[config.mk]
export PLATFORM = sky130hd
export DESIGN_NAME = sync_fifo_ctrl
export DESIGN_NICKNAME = d
export VERILOG_FILES = /design/src/rtl/sync_fifo_ctrl.sv
export SDC_FILE = /design/constraint.sdc
export NUM_CORES = 1
export LEC_CHECK = 0
export BUFFER_PORTS_ARGS = -buffer_cell sky130_fd_sc_hd__buf_2
export CORE_MARGIN = 2
export CORE_UTILIZATION = 50
export CTS_CLUSTER_DIAMETER = 30
export DETAILED_ROUTE_END_ITERATION = 6
export GPL_TIMING_DRIVEN = 0
export PLACE_DENSITY = 0.63
export SLEW_MARGIN = 20
export SYNTH_ARGS = -nofsm -noshare
export SYNTH_HDL_FRONTEND = slang
export SYNTH_SLANG_ARGS = --single-unit
[constraint.sdc]
create_clock -name clk_sys_i -period 5 [get_ports clk_sys_i]
set_input_delay 1 -clock clk_sys_i [delete_from_list [all_inputs] [get_ports clk_sys_i]]
set_output_delay 1 -clock clk_sys_i [all_outputs]
set_load 0.02 [all_outputs]
[src/rtl/sync_fifo_ctrl.sv]
// Single-clock circular FIFO controller with level/threshold flags, sticky
// overflow/underflow errors, synchronous flush and selectable show-ahead read.
module sync_fifo_ctrl #(
   parameter int unsigned WIDTH     = 32,
   parameter int unsigned DEPTH     = 16,
   parameter int unsigned FWFT      = 0,
   parameter int unsigned AF_THRESH = DEPTH - 2,
   parameter int unsigned AE_THRESH = 2
) (
   input  logic                       clk_sys_i,
   input  logic                       rst_sys_i,
   input  logic                       flush_i,
   input  logic                       write_enable_i,
   input  logic [WIDTH-1:0]           data_in,
   input  logic                       read_enable_i,
   output logic [WIDTH-1:0]           data_out,
   output logic                       rx_ack_o,
   output logic                       empty_o,
   output logic                       full_o,
   output logic                       almost_full_o,
   output logic                       almost_empty_o,
   output logic [$clog2(DEPTH):0]     level_o,
   output logic                       overflow_o,
   output logic                       underflow_o,
   input  logic                       err_clr_i
);

   localparam int unsigned PW = $clog2(DEPTH);
   localparam int unsigned LW = PW + 1;
   localparam logic [LW-1:0] DEPTH_LVL = LW'(DEPTH);
   localparam logic [LW-1:0] AF_LVL    = LW'(AF_THRESH);
   localparam logic [LW-1:0] AE_LVL    = LW'(AE_THRESH);

   logic [WIDTH-1:0] r_mem [DEPTH];
   logic [PW-1:0]    r_wr_ptr;
   logic [PW-1:0]    r_rd_ptr;
   logic [LW-1:0]    r_level;
   logic             r_overflow;
   logic             r_underflow;

   logic             w_active;
   logic             w_pop_ok;
   logic             w_push_ok;
   logic             w_ovf_set;
   logic             w_unf_set;

   // Flags decode straight from the level register
   assign empty_o        = (r_level == '0);
   assign full_o         = (r_level == DEPTH_LVL);
   assign almost_full_o  = (r_level >= AF_LVL);
   assign almost_empty_o = (r_level <= AE_LVL);
   assign level_o        = r_level;
   assign overflow_o     = r_overflow;
   assign underflow_o    = r_underflow;

   // Reset and flush cycles neither move data nor raise errors
   assign w_active  = !rst_sys_i && !flush_i;
   assign w_pop_ok  = w_active && read_enable_i && !empty_o;
   assign w_push_ok = w_active && write_enable_i && (!full_o || w_pop_ok);
   assign w_ovf_set = w_active && write_enable_i && !w_push_ok;
   assign w_unf_set = w_active && read_enable_i && empty_o;

   always_ff @(posedge clk_sys_i) begin
      if (rst_sys_i || flush_i) begin
         r_wr_ptr <= '0;
         r_rd_ptr <= '0;
         r_level  <= '0;
      end else begin
         if (w_push_ok) r_wr_ptr <= r_wr_ptr + PW'(1);
         if (w_pop_ok)  r_rd_ptr <= r_rd_ptr + PW'(1);
         case ({w_push_ok, w_pop_ok})
            2'b10:   r_level <= r_level + LW'(1);
            2'b01:   r_level <= r_level - LW'(1);
            default: r_level <= r_level;
         endcase
      end
   end

   // Sticky errors: a new event wins over a clear in the same cycle
   always_ff @(posedge clk_sys_i) begin
      if (rst_sys_i) begin
         r_overflow  <= 1'b0;
         r_underflow <= 1'b0;
      end else begin
         if (w_ovf_set)      r_overflow <= 1'b1;
         else if (err_clr_i) r_overflow <= 1'b0;
         if (w_unf_set)      r_underflow <= 1'b1;
         else if (err_clr_i) r_underflow <= 1'b0;
      end
   end

   always_ff @(posedge clk_sys_i) begin
      if (w_push_ok) r_mem[r_wr_ptr] <= data_in;
   end

   generate
      if (FWFT == 0) begin : g_reg_read
         logic [WIDTH-1:0] r_data_out;
         logic             r_rx_ack;

         always_ff @(posedge clk_sys_i) begin
            if (rst_sys_i) begin
               r_data_out <= '0;
               r_rx_ack   <= 1'b0;
            end else begin
               r_rx_ack <= w_pop_ok;
               if (w_pop_ok) r_data_out <= r_mem[r_rd_ptr];
            end
         end

         assign data_out = r_data_out;
         assign rx_ack_o = r_rx_ack;
      end else begin : g_show_ahead
         assign data_out = r_mem[r_rd_ptr];
         assign rx_ack_o = w_pop_ok;
      end
   endgenerate

endmodule

After elaboration in Yosys (flattened, before gate mapping)
Memories as Yosys holds them, arrays and structs flattened. A register that Yosys moved wholly into a read port is not among the register bits.
Index checks and enable logic that the tools add are counted.
{ "word_totals": {"n_memories": 1, "ram_bits": 512, "ff_bits": 16, "output_inout_bits": 44, "wordCells": 40} }
{ "op_classes": {"addsub": 4, "eq_ne": 3, "n_reduce_logical": 18, "muxes": 6, "magnitude_cmp": 2} }
{ "memory_table": {"columns": ["memory", "words", "width", "rd", "rd_ports_with_merged_regs", "wr", "line_no", "source"], "rows": [
  ["r_mem", 16, 32, 1, 1, 1, "34", "logic [WIDTH-1:0] r_mem [DEPTH];"]
]} }
{ "op_table": {"columns": ["operator", "count"], "rows": [
  ["$pmux 5 s2", 1],
  ["$add 4x1->4 const B", 2],
  ["$logic_and 1x1->1", 7],
  ["$reduce_bool 2->1", 3],
  ["$add 5x1->5 const B", 1],
  ["$eq 5x5->1 const B", 1],
  ["$ge 5x4->1 const B", 1],
  ["$le 5x2->1 const B", 1],
  ["$logic_not 1->1", 5],
  ["$logic_not 5->1", 1],
  ["$mux 1", 5],
  ["$sub 5x1->5 const B", 1],
  ["$eq 2x1->1 const B", 1],
  ["$eq 2x2->1 const B", 1],
  ["$logic_or 1x1->1", 2]
]} }

Depth between registers and ports, before layout
Gate-level depths: netlist of the first run.
{ "depth": {"depth_word": 9, "ltp_mapped": 10} }

Least setup slack after synthesis of the first run
OpenSTA, ideal clock, no wires.
{ "synth_path": {"path_type": "input-to-reg", "startpoint": "input write_enable_i", "endpoint": "memory r_mem[0][0] (enable)", "path_buffers": 1, "path_slack_ns": 0.365, "t_required_ns": 4.539, "arrival_time_ns": 4.174, "path_stages": 5, "path_cell_list": "clkbuf_1 -> nor3b_1 -> o31a_1 -> nand2_1 -> nor3_1"} }
{ "synth_via": {"elab_chain_len": 4} }
{ "synth_lines": {"columns": ["element", "line_no", "source"], "rows": [
  ["start, declared", "13", "input logic write_enable_i,"],
  ["$logic_and 1x1->1 (2 in a row)", "59", "assign w_push_ok = w_active && write_enable_i && (!full_o || w_pop_ok);"],
  ["$mux 1", "93", "if (w_push_ok) r_mem[r_wr_ptr] <= data_in;"],
  ["$mux 1 (implied by the code)", "93", null],
  ["end, declared", "34", null]
]} }
Every way passes these cells.

Worst setup path after layout of the first run
{ "layout_path": {"startpoint": "input read_enable_i", "endpoint": "register r_level[4], in the netlist level_o[4]"} }
{ "layout_via": {"elab_chain_len": 6, "word_cells_on_any_way": 8, "classes_between": "eq/ne (2); mux (1); reduce/logical (5)"} }
{ "layout_lines": {"columns": ["element", "line_no", "source"], "rows": [
  ["start, declared", "15", "input logic read_enable_i,"],
  ["$logic_and 1x1->1 * (2 in a row)", "58", "assign w_pop_ok = w_active && read_enable_i && !empty_o;"],
  ["$logic_or 1x1->1", "59", null],
  ["$logic_and 1x1->1", "59", null],
  ["$eq 2x1->1 / $eq 2x2->1 (equally long branches)", "71", "case ({w_push_ok, w_pop_ok})"],
  ["$pmux 5 s2 / $reduce_bool 2->1 (equally long branches)", null, null],
  ["end signal, assigned", "72", "2'b10: r_level <= r_level + LW'(1);"],
  ["end signal, assigned", "73", "2'b01: r_level <= r_level - LW'(1);"],
  ["end signal, assigned", "74", "default: r_level <= r_level;"],
  ["end, declared", "37", "logic [LW-1:0] r_level;"]
]} }
Mark *: on every way between the ends. The rest lies on a longest branch, timed or not.
A chain may end at the register's enable or synchronous reset.

==> impl_metrics.toml, run 1 <==
[setup_path]
cpPeakStageDelay_ns = 0.48
worst_setup_path_start_kind = "input port"
worst-path-buf-inv = 1
crit_fanout = 8
crit_chain = "buf_2 > nor3b_2 > o21ai_2 > or2_2 > fa_1 > nand2b_1 > a21oi_1 > mux2_2 > a221oi_1"
r2r_cells = 10
cp.required_ns = 5.50
worstReg2RegStart = "level_o[1]"
critPathKind = "input port to flop"
cpMaxStageDelayCell = "nor3b_2"
cp.arrival_ns = 3.77
crit_path_end_kind = "flop"
critPathTopFamily = "simple AND/OR/NAND/NOR gates"
r2r_end = "level_o[4]"
reg2reg_setup_slack_ns = 1.89

[die]
coreArea_mm2 = 0.04213
fp-row-count = 75
die_area_mm2 = 0.04456
fp.dieH_um = 211.1
io_pins = 82
fp.dieW_um = 211.1
start_util = 0.5089

[yosys]
synth-async-reset-ratio = 0
synth_edf_count = 512
yosysWarnings = 0
synth_top_area_frac = 0.7170
synth.most_common_cell = "edfxtp_1"
synth.area.top_cells = "edfxtp_1 (72%), mux4_2 (13%), dfxtp_1 (4.5%)"
synth_top_cell_by_area = "edfxtp_1"
synth.distinct_cells = 49
synthesis.nets = 1065
synth_area_mm2 = 0.02144
ys.flop_type = "edfxtp_1"
yosysSeqAreaShare = 0.7618
synth_commonest_cells = "edfxtp_1 (512), mux4_2 (128), nor2_1 (87), mux2i_1 (68), dfxtp_1 (48)"
syn_avg_cell_area_um2 = 21.06
synth_seq_cells = 560
syn_inst = 1018

[grt]
grt_pass1_wl_um = 73240
gr-total-overflow = 0
grt.total_usage = 0.2293
grt_pass1_vias = 11454
grt_max_degree = 19
antenna_found_initial = 1

[placement]
place.gp.congestion = 0.7310
portBuffers = 80
dp_hpwl_um = 30130

[detailed_routing]
finalWirelength_um = 49320
firstDrtPassIters = 6
antenna_left = 0
drc = 0
drt_iter0_drc = 1008
vias_per_cell = 5.851
vias = 10988
routedWlPerCell_um = 26.26

[clocking]
cts_tree = "yes"
post_cts_buffers = 0
clkTransAtPathRegs_ns = 0.04
ctsResizeCount = 0
clock_sinks = 560
cts_buffers = 108
clockBufferDepth = 3
cts_root_buf = "clkbuf_16"
cts-hold-fix-buffers = 0
htreeDepth = 3
clock_latency_ns = 0.64

[worst_hold_path]
hp-start = "data_out[6]"
min_path_cells = 1
holdPathEnd = "data_out[6]"
min_path_type = "flop to flop"

[timing]
finalCritPeriodShare = 0.6528
finalSetupTns_ns = 0
tightest_slew_ns = 1.149
setup_viol_count_final = 0
fmax_ghz = 0.3064
rsz0062_at_grt = "false"
fin_worst_skew_ns = 0.04408
period_needed_ns = 3.264
relSlewSlack = 0.2343
finalHoldViolCount = 0
hold-worst-slack_ns = 0.4572
finalMaxSlewViolations = 0

[pwr]
combPwrFrac = 0.012
p_leak_nw = 9.123
internal_power_w = 0.01003
vdd_drop_max_v = 0.0003904
p_sw_w = 0.002655
p_clk_frac = 0.583
swShare = 0.2092
seqPwrFrac = 0.405
powerDensity_mw_per_mm2 = 470.8

[cells_and_area]
syn2layout_area_growth_pct = 25.69
drive_gt1_frac = 0.3630
final_net_count = 1290
antennaDiodeCount = 0

[job]
drv_cap = 0

[status]
status = "finished, final reports clean"
[flip-flops by register name (all words and copies together), names as in the netlist]
signal	count
r_mem	512
data_out	32
level_o	5
r_rd_ptr	4
r_wr_ptr	4
overflow_o	1
rx_ack_o	1
underflow_o	1
[cell type report]
| cell class | instances | area [µm²] |
|---|---|---|
| inverter | 9 | 33.78 |
| multi-input combinational | 397 | 4913 |
| timing repair buffer | 115 | 884.6 |
| fill | 2810 | 15180 |
| clock inverter | 82 | 964.7 |
| sequential | 560 | 16340 |
| tap | 539 | 674.4 |
| clock buffer | 124 | 2875 |
| buffer | 52 | 270.3 |
[worst max-delay path by stage]
| stage | from | endpoint | slack [ns] | cells past startpoint |
|---|---|---|---|---|
| final | read_enable_i | level_o[4] | 1.74 | 9 |
| after global routing | read_enable_i | level_o[4] | 1.47 | 9 |
| after CTS | read_enable_i | level_o[4] | 1.75 | 9 |
| after detailed placement | read_enable_i | level_o[4] | 1.10 | 9 |
| after global placement | write_enable_i | r_mem[2][20] | -2.83 | 5 |
| after floorplan | write_enable_i | r_mem[0][0] | 0.37 | 5 |
[cell usage in the layout (no fill, tap or decap), types with 3 or more instances in the layout]
cell	Yosys	layout
inv_6	0	12
nor2_4	0	12
clkbuf_1	16	23
nor3_2	0	4
clkinv_1	0	8
buf_12	0	10
xnor2_1	3	3
nand3_1	4	4
nand2b_1	7	7
buf_2	15	95
clkinv_4	0	15
clkbuf_8	0	7
buf_4	7	17
clkinvlp_4	0	14
edfxtp_1	512	512
clkbuf_16	0	110
ha_1	8	8
inv_8	0	4
xor2_1	3	3
a21oi_1	6	6
buf_1	10	10
mux4_2	128	128
dfxtp_1	48	48
nand2_1	10	10
buf_6	4	15
inv_1	9	9
a211o_1	33	33
nor2_1	87	75
mux2i_1	68	68
o21ai_0	4	4
clkinv_2	0	11
bufinv_16	0	13
[power by group through the flow]
stage / Sequential [W] / Clock (W) / Combinational (W)
4_1_cts: 0.00513 / 0.00748 / 0.000154
3_3_place_gp: 0.00522 / 0 / 0.000141
6_report: 0.00513 / 0.00740 / 0.000153
3_5_place_dp: 0.00522 / 0 / 0.000153
5_1_grt: 0.00513 / 0.00772 / 0.000168
2_1_floorplan: 0.00523 / 0 / 0.0000505
[cells by family (layout without fill, tap and decap cells)]
family / count (synthesis) / in the layout / share of synthesized area
AO/OA/AOI/OAI: 61 / 61 / 0.02387
XOR/XNOR: 6 / 6 / 0.002451
adder cells (fa/ha/maj): 9 / 9 / 0.005602
buffers and inverters: 61 / 382 / 0.01418
flip-flops: 560 / 560 / 0.7618
multiplexers: 197 / 197 / 0.1667
AND/OR/NAND/NOR: 124 / 124 / 0.02538
[metrics by stage]
| step | cells | total power (W) | instance area [µm²] | util | setup slack (ns) |
|---|---|---|---|---|---|
| after floorplan | 1018 | 0.005279 | 21440 | - | 0.3653 |
| after global placement | 1637 | 0.005364 | 22520 | 0.5344 | -2.830 |
| after detailed placement | 1672 | 0.005375 | 23110 | 0.5485 | 1.097 |
| after CTS | 1878 | 0.01277 | 26950 | 0.6397 | 1.751 |
| after global routing | 1878 | 0.01302 | 26950 | 0.6397 | 1.474 |
| final | 1878 | 0.01269 | 26950 | 0.6397 | 1.736 |
[per-layer routing]
metal	wire length (µm)	part of all wire	up-vias	GRT usage
met1	20740	0.42	5775	0.3142
met4	1260	0.026	2	0.08232
met5	13	0.00026	-	0
met2	23950	0.49	415	0.3672
met3	3360	0.068	92	0.04981
li1	-	-	4704	-
Note: power is estimated with default switching activity, not from simulation.
==> run 2, diff against run 1 <==
--- a/config.mk
+++ b/config.mk
@@ -11,7 +11,7 @@
 export CTS_CLUSTER_DIAMETER = 30
 export DETAILED_ROUTE_END_ITERATION = 6
 export GPL_TIMING_DRIVEN = 0
-export PLACE_DENSITY = 0.63
+export PLACE_DENSITY = 0.65
 export SLEW_MARGIN = 20
 export SYNTH_ARGS = -nofsm -noshare
 export SYNTH_HDL_FRONTEND = slang
==> constraint.sdc (replaced) <==
create_clock -name clk_sys_i -period 2.9 [get_ports clk_sys_i]
set_input_delay 0.58 -clock clk_sys_i [delete_from_list [all_inputs] [get_ports clk_sys_i]]
set_output_delay 0.58 -clock clk_sys_i [all_outputs]
set_load 0.02 [all_outputs]
==> run 2 against run 1 <==
First-iteration DRC count grew 4.3%. Critical path depth shrank 3. Setup slack worse by 1.7 ns. Sequential power rose by 73%. Critical path type is now flop to flop. Largest cell class unchanged. Highest routed layer unchanged.
==> impl_metrics.toml, run 2 (same netlist as run 1, synthesis figures left out) <==
[pwr]
powerDensity_mw_per_mm2 = 801.4
vdd_drop_max_v = 0.0004979
p_leak_nw = 9.138
fin_total_pwr_w = 0.02174

[cells_and_area]
multi_input_area_mm2 = 0.004982
seqCellArea_mm2 = 0.01634
final_util = 0.6439
final_net_count = 1288
fill_cells = 2822
largest_reg_flops = 512
syn2layout_area_growth_pct = 26.51
final_common_cell = "edfxtp_1"
drive_gt1_frac = 0.3636
final_cell_mix = "edfxtp_1 (512), mux4_2 (128), clkbuf_16 (106), buf_2 (96), nor2_1 (75)"
regMostFlops = "r_mem"

[detailed_routing]
routedWlPerCell_um = 26.27
drc = 0
vias = 10976
drt_iter0_drc = 1051
vias_per_cell = 5.851
antenna_left = 0
firstDrtPassIters = 5
finalWirelength_um = 49280

[die]
fp.dieH_um = 211.1
fp.dieW_um = 211.1
fp-row-count = 75
coreArea_mm2 = 0.04213
io_pins = 82
die_area_mm2 = 0.04456
start_util = 0.5089

[clocking]
clock_latency_ns = 0.63
clkTransAtPathRegs_ns = 0.05
clockBufferDepth = 3
cts-hold-fix-buffers = 0
htreeDepth = 3
cts_buffers = 105
cts_tree = "yes"
clock_sinks = 560
cts_root_buf = "clkbuf_16"

[timing]
finalMaxSlewViolations = 0
relSlewSlack = 0.2831
setup_viol_count_final = 0
finalCritPeriodShare = 0.9737
fmax_ghz = 0.3542
rsz0062_at_grt = "false"
fin_worst_skew_ns = 0.03007
setup_ws_ns = 0.07639
period_needed_ns = 2.824
finalHoldViolCount = 0
tightest_slew_ns = 1.075

[setup_path]
critPathKind = "flop to flop"
cp.required_ns = 3.27
cp.arrival_ns = 3.19
reg2reg_setup_slack_ns = 0.08
crit_fanout = 13
worst_setup_path_start_kind = "flop"
crit_path_end_kind = "flop"

[placement]
dp_hpwl_um = 29980
place.gp.congestion = 0.7433
place_ws_ns = -0.4431
portBuffers = 80

[grt]
grt_pass1_vias = 11438
grt_pass1_wl_um = 73160
antenna_found_initial = 3
grt.total_usage = 0.2291
grt_max_degree = 20
gr-total-overflow = 0

[status]
status = "finished, final reports clean"

[worst_hold_path]
min_path_type = "input port to flop"

[job]
drv_cap = 0
## run 2: cell types whose count changed in the layout (fill, tap and decap cells not counted), moves of 5 or more
cell / before / now
buf_16: 2 / 9
clkinv_2: 11 / 17
buf_8: 2 / 14
clkinv_4: 15 / 5
clkinv_1: 8 / 2
buf_4: 17 / 12
clkbuf_1: 23 / 32
bufinv_16: 13 / 18
buf_6: 15 / 4
## run 2: layout make-up
class | count | area share
sequential | 560 | 0.6023
clock inverter | 67 | 0.03348
inverter | 9 | 0.001245
antenna | 3 | 0.0002767
tap | 539 | 0.02486
timing repair buffer | 116 | 0.03893
clock buffer | 133 | 0.1052
buffer | 52 | 0.01005
multi-input combinational | 397 | 0.1837
## run 2: worst paths after layout
check | from | endpoint | cells after the start
setup / recovery | level_o[0] | r_mem[11][24] | 6
hold / removal | err_clr_i | overflow_o | 3
setup reg to reg | level_o[0] | r_mem[11][24] | 6
hold reg to reg | data_out[5] | data_out[5] | 1
## run 2: metal layers
| layer | up-vias | global-route usage | routed length, µm | share of wire |
|---|---|---|---|---|
| met2 | 375 | 0.3747 | 24410 | 0.50 |
| met1 | 5809 | 0.3134 | 20770 | 0.42 |
| met5 | - | 0 | 13 | 0.00026 |
| li1 | 4700 | - | - | - |
| met4 | 2 | 0.06775 | 986 | 0.020 |
| met3 | 90 | 0.04877 | 3091 | 0.063 |
## run 2: worst max-delay path, stage by stage, from the launching register on
cell and delay, ns:
dfxtp_2 0.35, or4_4 0.57, buf_6 0.17, o311ai_2 0.78, nor2_4 0.27, buf_16 0.26
buf_16 0.16
## run 2: through the flow
step / area [µm²] / TNS (ns) / std cells / hold slack, ns
2_1_floorplan: 21470 / -170.12 / 1018 / 0.5210
3_3_place_gp: 22550 / -1042.39 / 1637 / 0.4551
3_5_place_dp: 23280 / -24.66 / 1668 / 0.4504
4_1_cts: 27080 / 0 / 1870 / 0.2344
5_1_grt: 27120 / 0 / 1874 / 0.2715
6_report: 27130 / 0 / 1876 / 0.2550
## run 2: power breakdown
part | leakage (nW) | switching, W | total, W | internal (W)
sequential | 4.99 | 0.0000104 | 0.00886 | 0.00885
combinational | 2.33 | 0.000187 | 0.000266 | 0.0000790
clock | 1.81 | 0.00403 | 0.0126 | 0.00859
## run 2: repair_timing
action | 4_1_cts | 5_1_grt
setup buffers | 2 | 3
setup endpoints to repair | 1 | 20
pin swaps | 2 | 2
gates resized for setup | 3 | 5
